**src/rtl/board_scanner.sv**
```systemverilog
// board_scanner: walks a ROWS x COLS game board in row-major order, reading each cell
// from the game engine and presenting it on a valid/ready pixel stream.
//
// Ports:
//   clk          rising-edge clock
//   reset        asynchronous, active-low reset
//   start        request a full-board scan (only honoured while idle)
//   print_i/j    row/column address to the engine (held for the whole cell)
//   print_data   cell code from the engine, valid one clk after the address changes
//   next_tetris  engine preview piece, latched into preview at scan start
//   pix_valid    a cell is presented on pix_row/pix_col/pix_cell
//   pix_ready    downstream accepts the presented cell
//   preview      preview piece captured at scan start
//   busy         high from scan start until the final transfer
//   frame_done   one-cycle pulse after the last cell transfers
//
// Each cell takes three states: ADDR puts the address out, CAPT grabs the engine
// response a cycle later, HOLD presents it until the downstream accepts.

module board_scanner #(
    parameter int unsigned ROWS   = 20,
    parameter int unsigned COLS   = 10,
    parameter int unsigned CELL_W = 3
) (
    input  logic              clk,
    input  logic              reset,
    input  logic              start,
    output logic [4:0]        print_i,
    output logic [4:0]        print_j,
    input  logic [CELL_W-1:0] print_data,
    input  logic [2:0]        next_tetris,
    output logic              pix_valid,
    input  logic              pix_ready,
    output logic [4:0]        pix_row,
    output logic [4:0]        pix_col,
    output logic [CELL_W-1:0] pix_cell,
    output logic [2:0]        preview,
    output logic              busy,
    output logic              frame_done
);

    localparam logic [4:0] LastRow = 5'(ROWS - 1);
    localparam logic [4:0] LastCol = 5'(COLS - 1);

    typedef enum logic [1:0] {
        StIdle,
        StAddr,
        StCapt,
        StHold
    } state_t;

    state_t     state_q;
    logic [4:0] row_q;
    logic [4:0] col_q;

    // The scan position only moves on a transfer and is zero whenever idle, so it
    // doubles as the engine address: stable through CAPT and HOLD, zero in IDLE.
    assign print_i = row_q;
    assign print_j = col_q;

    always_ff @(posedge clk or negedge reset) begin
        if (!reset) begin
            state_q    <= StIdle;
            row_q      <= 5'd0;
            col_q      <= 5'd0;
            pix_valid  <= 1'b0;
            pix_row    <= 5'd0;
            pix_col    <= 5'd0;
            pix_cell   <= '0;
            preview    <= 3'd0;
            busy       <= 1'b0;
            frame_done <= 1'b0;
        end else begin
            frame_done <= 1'b0;
            unique case (state_q)
                StIdle: begin
                    // frame_done is only ever high in the first idle cycle; a start
                    // arriving together with it belongs to the finished frame.
                    if (start && !frame_done) begin
                        state_q <= StAddr;
                        busy    <= 1'b1;
                        preview <= next_tetris;
                    end
                end
                StAddr: begin
                    state_q <= StCapt;
                end
                StCapt: begin
                    pix_cell  <= print_data;
                    pix_row   <= row_q;
                    pix_col   <= col_q;
                    pix_valid <= 1'b1;
                    state_q   <= StHold;
                end
                StHold: begin
                    if (pix_ready) begin
                        pix_valid <= 1'b0;
                        if (row_q == LastRow && col_q == LastCol) begin
                            row_q      <= 5'd0;
                            col_q      <= 5'd0;
                            busy       <= 1'b0;
                            frame_done <= 1'b1;
                            state_q    <= StIdle;
                        end else begin
                            if (col_q == LastCol) begin
                                col_q <= 5'd0;
                                row_q <= row_q + 5'd1;
                            end else begin
                                col_q <= col_q + 5'd1;
                            end
                            state_q <= StAddr;
                        end
                    end
                end
                default: begin
                    state_q <= StIdle;
                end
            endcase
        end
    end

endmodule

```
**config.mk**
```make
export PLATFORM = sky130hd
export DESIGN_NAME = board_scanner
export DESIGN_NICKNAME = d
export VERILOG_FILES = /design/src/rtl/board_scanner.sv
export SDC_FILE = /design/constraint.sdc
export NUM_CORES = 1
export LEC_CHECK = 0
export CORE_MARGIN = 2
export CORE_UTILIZATION = 42
export CTS_CLUSTER_SIZE = 24
export DETAILED_ROUTE_END_ITERATION = 7
export PLACE_DENSITY_LB_ADDON = 0.3
export REMOVE_ABC_BUFFERS = 1
export SLEW_MARGIN = 25
export SYNTH_ARGS = -nofsm -noshare
export SYNTH_HDL_FRONTEND = slang
export SYNTH_SLANG_ARGS = --single-unit
```
**constraint.sdc**
```tcl
create_clock -name clk -period 1.4 [get_ports clk]
set_input_delay 0.14 -clock clk [delete_from_list [all_inputs] [get_ports clk]]
set_output_delay 0.14 -clock clk [all_outputs]
set_load 0.01 [all_outputs]
```
==> flow_summary.ini <==
[worst_setup_path]
cp-end-kind = register
crit_path_start_kind = register
reg2regPathDepth = 7
cp.arrival_ns = 1.78
r2r-start = print_j[1]$_DFFE_PN0P_
crit_fanout = 6
crit_type = reg2reg
r2r-end = busy$_DFFE_PN0P_
crit_required_ns = 1.64
rrSetupSlack_ns = -0.15

[status]
status = complete, but fails checks
violations = negative setup slack

[routing]
wl_per_cell_microns = 13.93
via_count = 1130
viasPerCell = 4.850
wl_microns = 3246
ant_nets = 0
drt_iter0_drc = 27
first_pass_iters = 4
drc = 0

[final_layout]
final_cell_mix = buf_4, dfrtp_1, mux2_2
drive_above_1_share_pct = 40.64
multiInputGateArea_sq_um = 665.6
fillers = 244
layout_commonest_cell = buf_4
area_delta_synth_final_pct = 61.09
regArea_sq_um = 777.0
fin_nets = 203
antenna_cells = 0
fin_util_pct = 68.91
design_area_sq_mm = 0.002263

[sta]
relSlewSlack_pct = 74.24
setup_ws_ns = -0.1453
whs_ns = 0.1836
hold_viol = 0
min_period_ns = 1.545
timing.setup.tns_ns = -0.6291
finalSetupViolCount = 8
timing.final.max_slew_violations = 0
skew_ns = 0.01490
period_share_pct = 110.4
tightest_slew_ns = 0.3863
clock.fmax_ghz = 0.6471
rsz0062_at_grt = yes

[synth]
synthDistinctLibCells = 33
synth_flop_cell = dfrtp_1
synth_compound_area_share_pct = 9.528
syn_area_per_cell_sq_um = 12.77
synth_warnings = 0
synthSimpleGateAreaFrac_pct = 11.40
synth_fa_ha_area_share_pct = 6.233
synthXorXnorAreaFrac_pct = 1.247
seq_area_frac_synth_pct = 55.21
syn_inst = 110
ys_async_sr_fraction_pct = 100.0
synth_top_family_by_area = multiplexers
synth-edff-count = 0
synth-seq-cells = 31
syn_area_sq_mm = 0.001405
synth.area.mux_share_pct = 13.62

[global_route]
grt_max_degree = 32
antenna_found_initial = 0
grt.total_usage_pct = 18.91
grt_pass1_vias = 1118
overflow = 0
grt_pass1_wl_microns = 5119

[floorplan]
die_y_microns = 61.84
rows = 21
io_pins = 39
core_sq_mm = 0.003284
die_area_sq_mm = 0.003824
die_x_microns = 61.84
start_util_pct = 42.78

[clock_tree]
clock_latency_ns = 0.34
cts_tree = done
numCtsBuffers = 5
root_buffer = clkbuf_4
clockBufferDepth = 2
cts_sinks = 31
cts.clk_slew.worst_paths_ns = 0.10
htreeDepth = 2
holdBufCountCts = 0

[place]
portBuffers = 38
place_hpwl_microns = 2269
post-place-ws_ns = -0.1554
place.gp.congestion = 0.7923
place_area_sq_mm = 0.002042

[min_path]
hold_class = in2async

[power]
ir_drop_mv = 1.031
p_leak_nw = 1.250
p_per_area_mw_per_mm2 = 1706

[flow_run]
drv_cap = 0
power by group:
part	internal, mW	switching (mW)	total, mW
Sequential	1.17	0.173	1.34
Combinational	1.21	0.821	2.03
Clock	0.195	0.295	0.490
Total	2.57	1.29	3.86
worst max-delay path by stage:
stage	start	to	slack, ns	cells after the start
floorplan	print_j[1]$_DFFE_PN0P_	print_i[1]$_DFFE_PN0P_	-0.36	5
global placement	print_j[0]$_DFFE_PN0P_	busy$_DFFE_PN0P_	-0.09	6
detailed placement	print_j[0]$_DFFE_PN0P_	busy$_DFFE_PN0P_	-0.16	6
CTS	print_j[1]$_DFFE_PN0P_	busy$_DFFE_PN0P_	-0.15	7
global route	print_j[1]$_DFFE_PN0P_	busy$_DFFE_PN0P_	-0.27	7
finish	print_j[1]$_DFFE_PN0P_	busy$_DFFE_PN0P_	-0.15	7
Yosys cell counts (2+ instances only):
library cell / count / share of area, %
a2bb2oi_1: 2 / 1.2
nor2b_1: 2 / 0.89
nand4_1: 2 / 0.89
dfrtp_1: 31 / 55
o21ai_0: 6 / 2.1
nor3_1: 4 / 1.4
mux2_2: 17 / 14
nor2_1: 2 / 0.53
a21o_1: 4 / 2.1
ha_1: 7 / 6.2
inv_1: 6 / 1.6
nand2_1: 6 / 1.6
logic make-up after synthesis:
kind of cell / Yosys count
flip-flops: 31
XOR/XNOR: 2
multiplexers: 17
AO/OA/AOI/OAI: 18
buffers and inverters: 9
adder cells (fa/ha/maj): 7
AND/OR/NAND/NOR: 26
flip-flops by register name, summed over array words and instances (netlist names):
| name | count |
|---|---|
| state_q | 2 |
| frame_done | 1 |
| preview | 3 |
| pix_cell | 3 |
| print_j | 5 |
| busy | 1 |
| pix_col | 5 |
| pix_row | 5 |
| print_i | 5 |
| pix_valid | 1 |
metrics by stage:
step	cells	power, mW
floorplan	107	2.135
global placement	218	3.097
detailed placement	218	3.174
CTS	230	3.828
global route	233	4.160
finish	233	3.861
per-layer routing:
metal	share of wire [%]	vias to the layer above	track usage [%]
li1	-	544	-
met1	41	558	22.79
met2	54	23	31.43
met3	3.5	5	6.625
met4	1.5	0	6.687
met5	0	-	0
final cells by class:
cell class                      count  share of cell area (%)
Sequential cell                    31                   34.33
Timing Repair Buffer               72                   30.51
Multi-Input combinational cell     70                   29.41
Tap cell                           46                   2.543
Clock buffer                        7                   1.990
Inverter                            6                  0.9950
Clock inverter                      1                  0.2211
worst max-delay path, cell delays in order (launching register included):
cell      delay [ns]
dfrtp_1         0.41
inv_2           0.08
ha_4            0.12
nor4bb_4        0.17
buf_4           0.17
nand2_2         0.05
a21bo_1         0.22
a221oi_2        0.22
repair_timing:
item                       CTS  global route
pin swaps                    4             5
setup endpoints to repair   39            36
setup buffers                3             3
resized for setup           23            27
cloned                       1             0
Power figures use the tool's default switching activity.
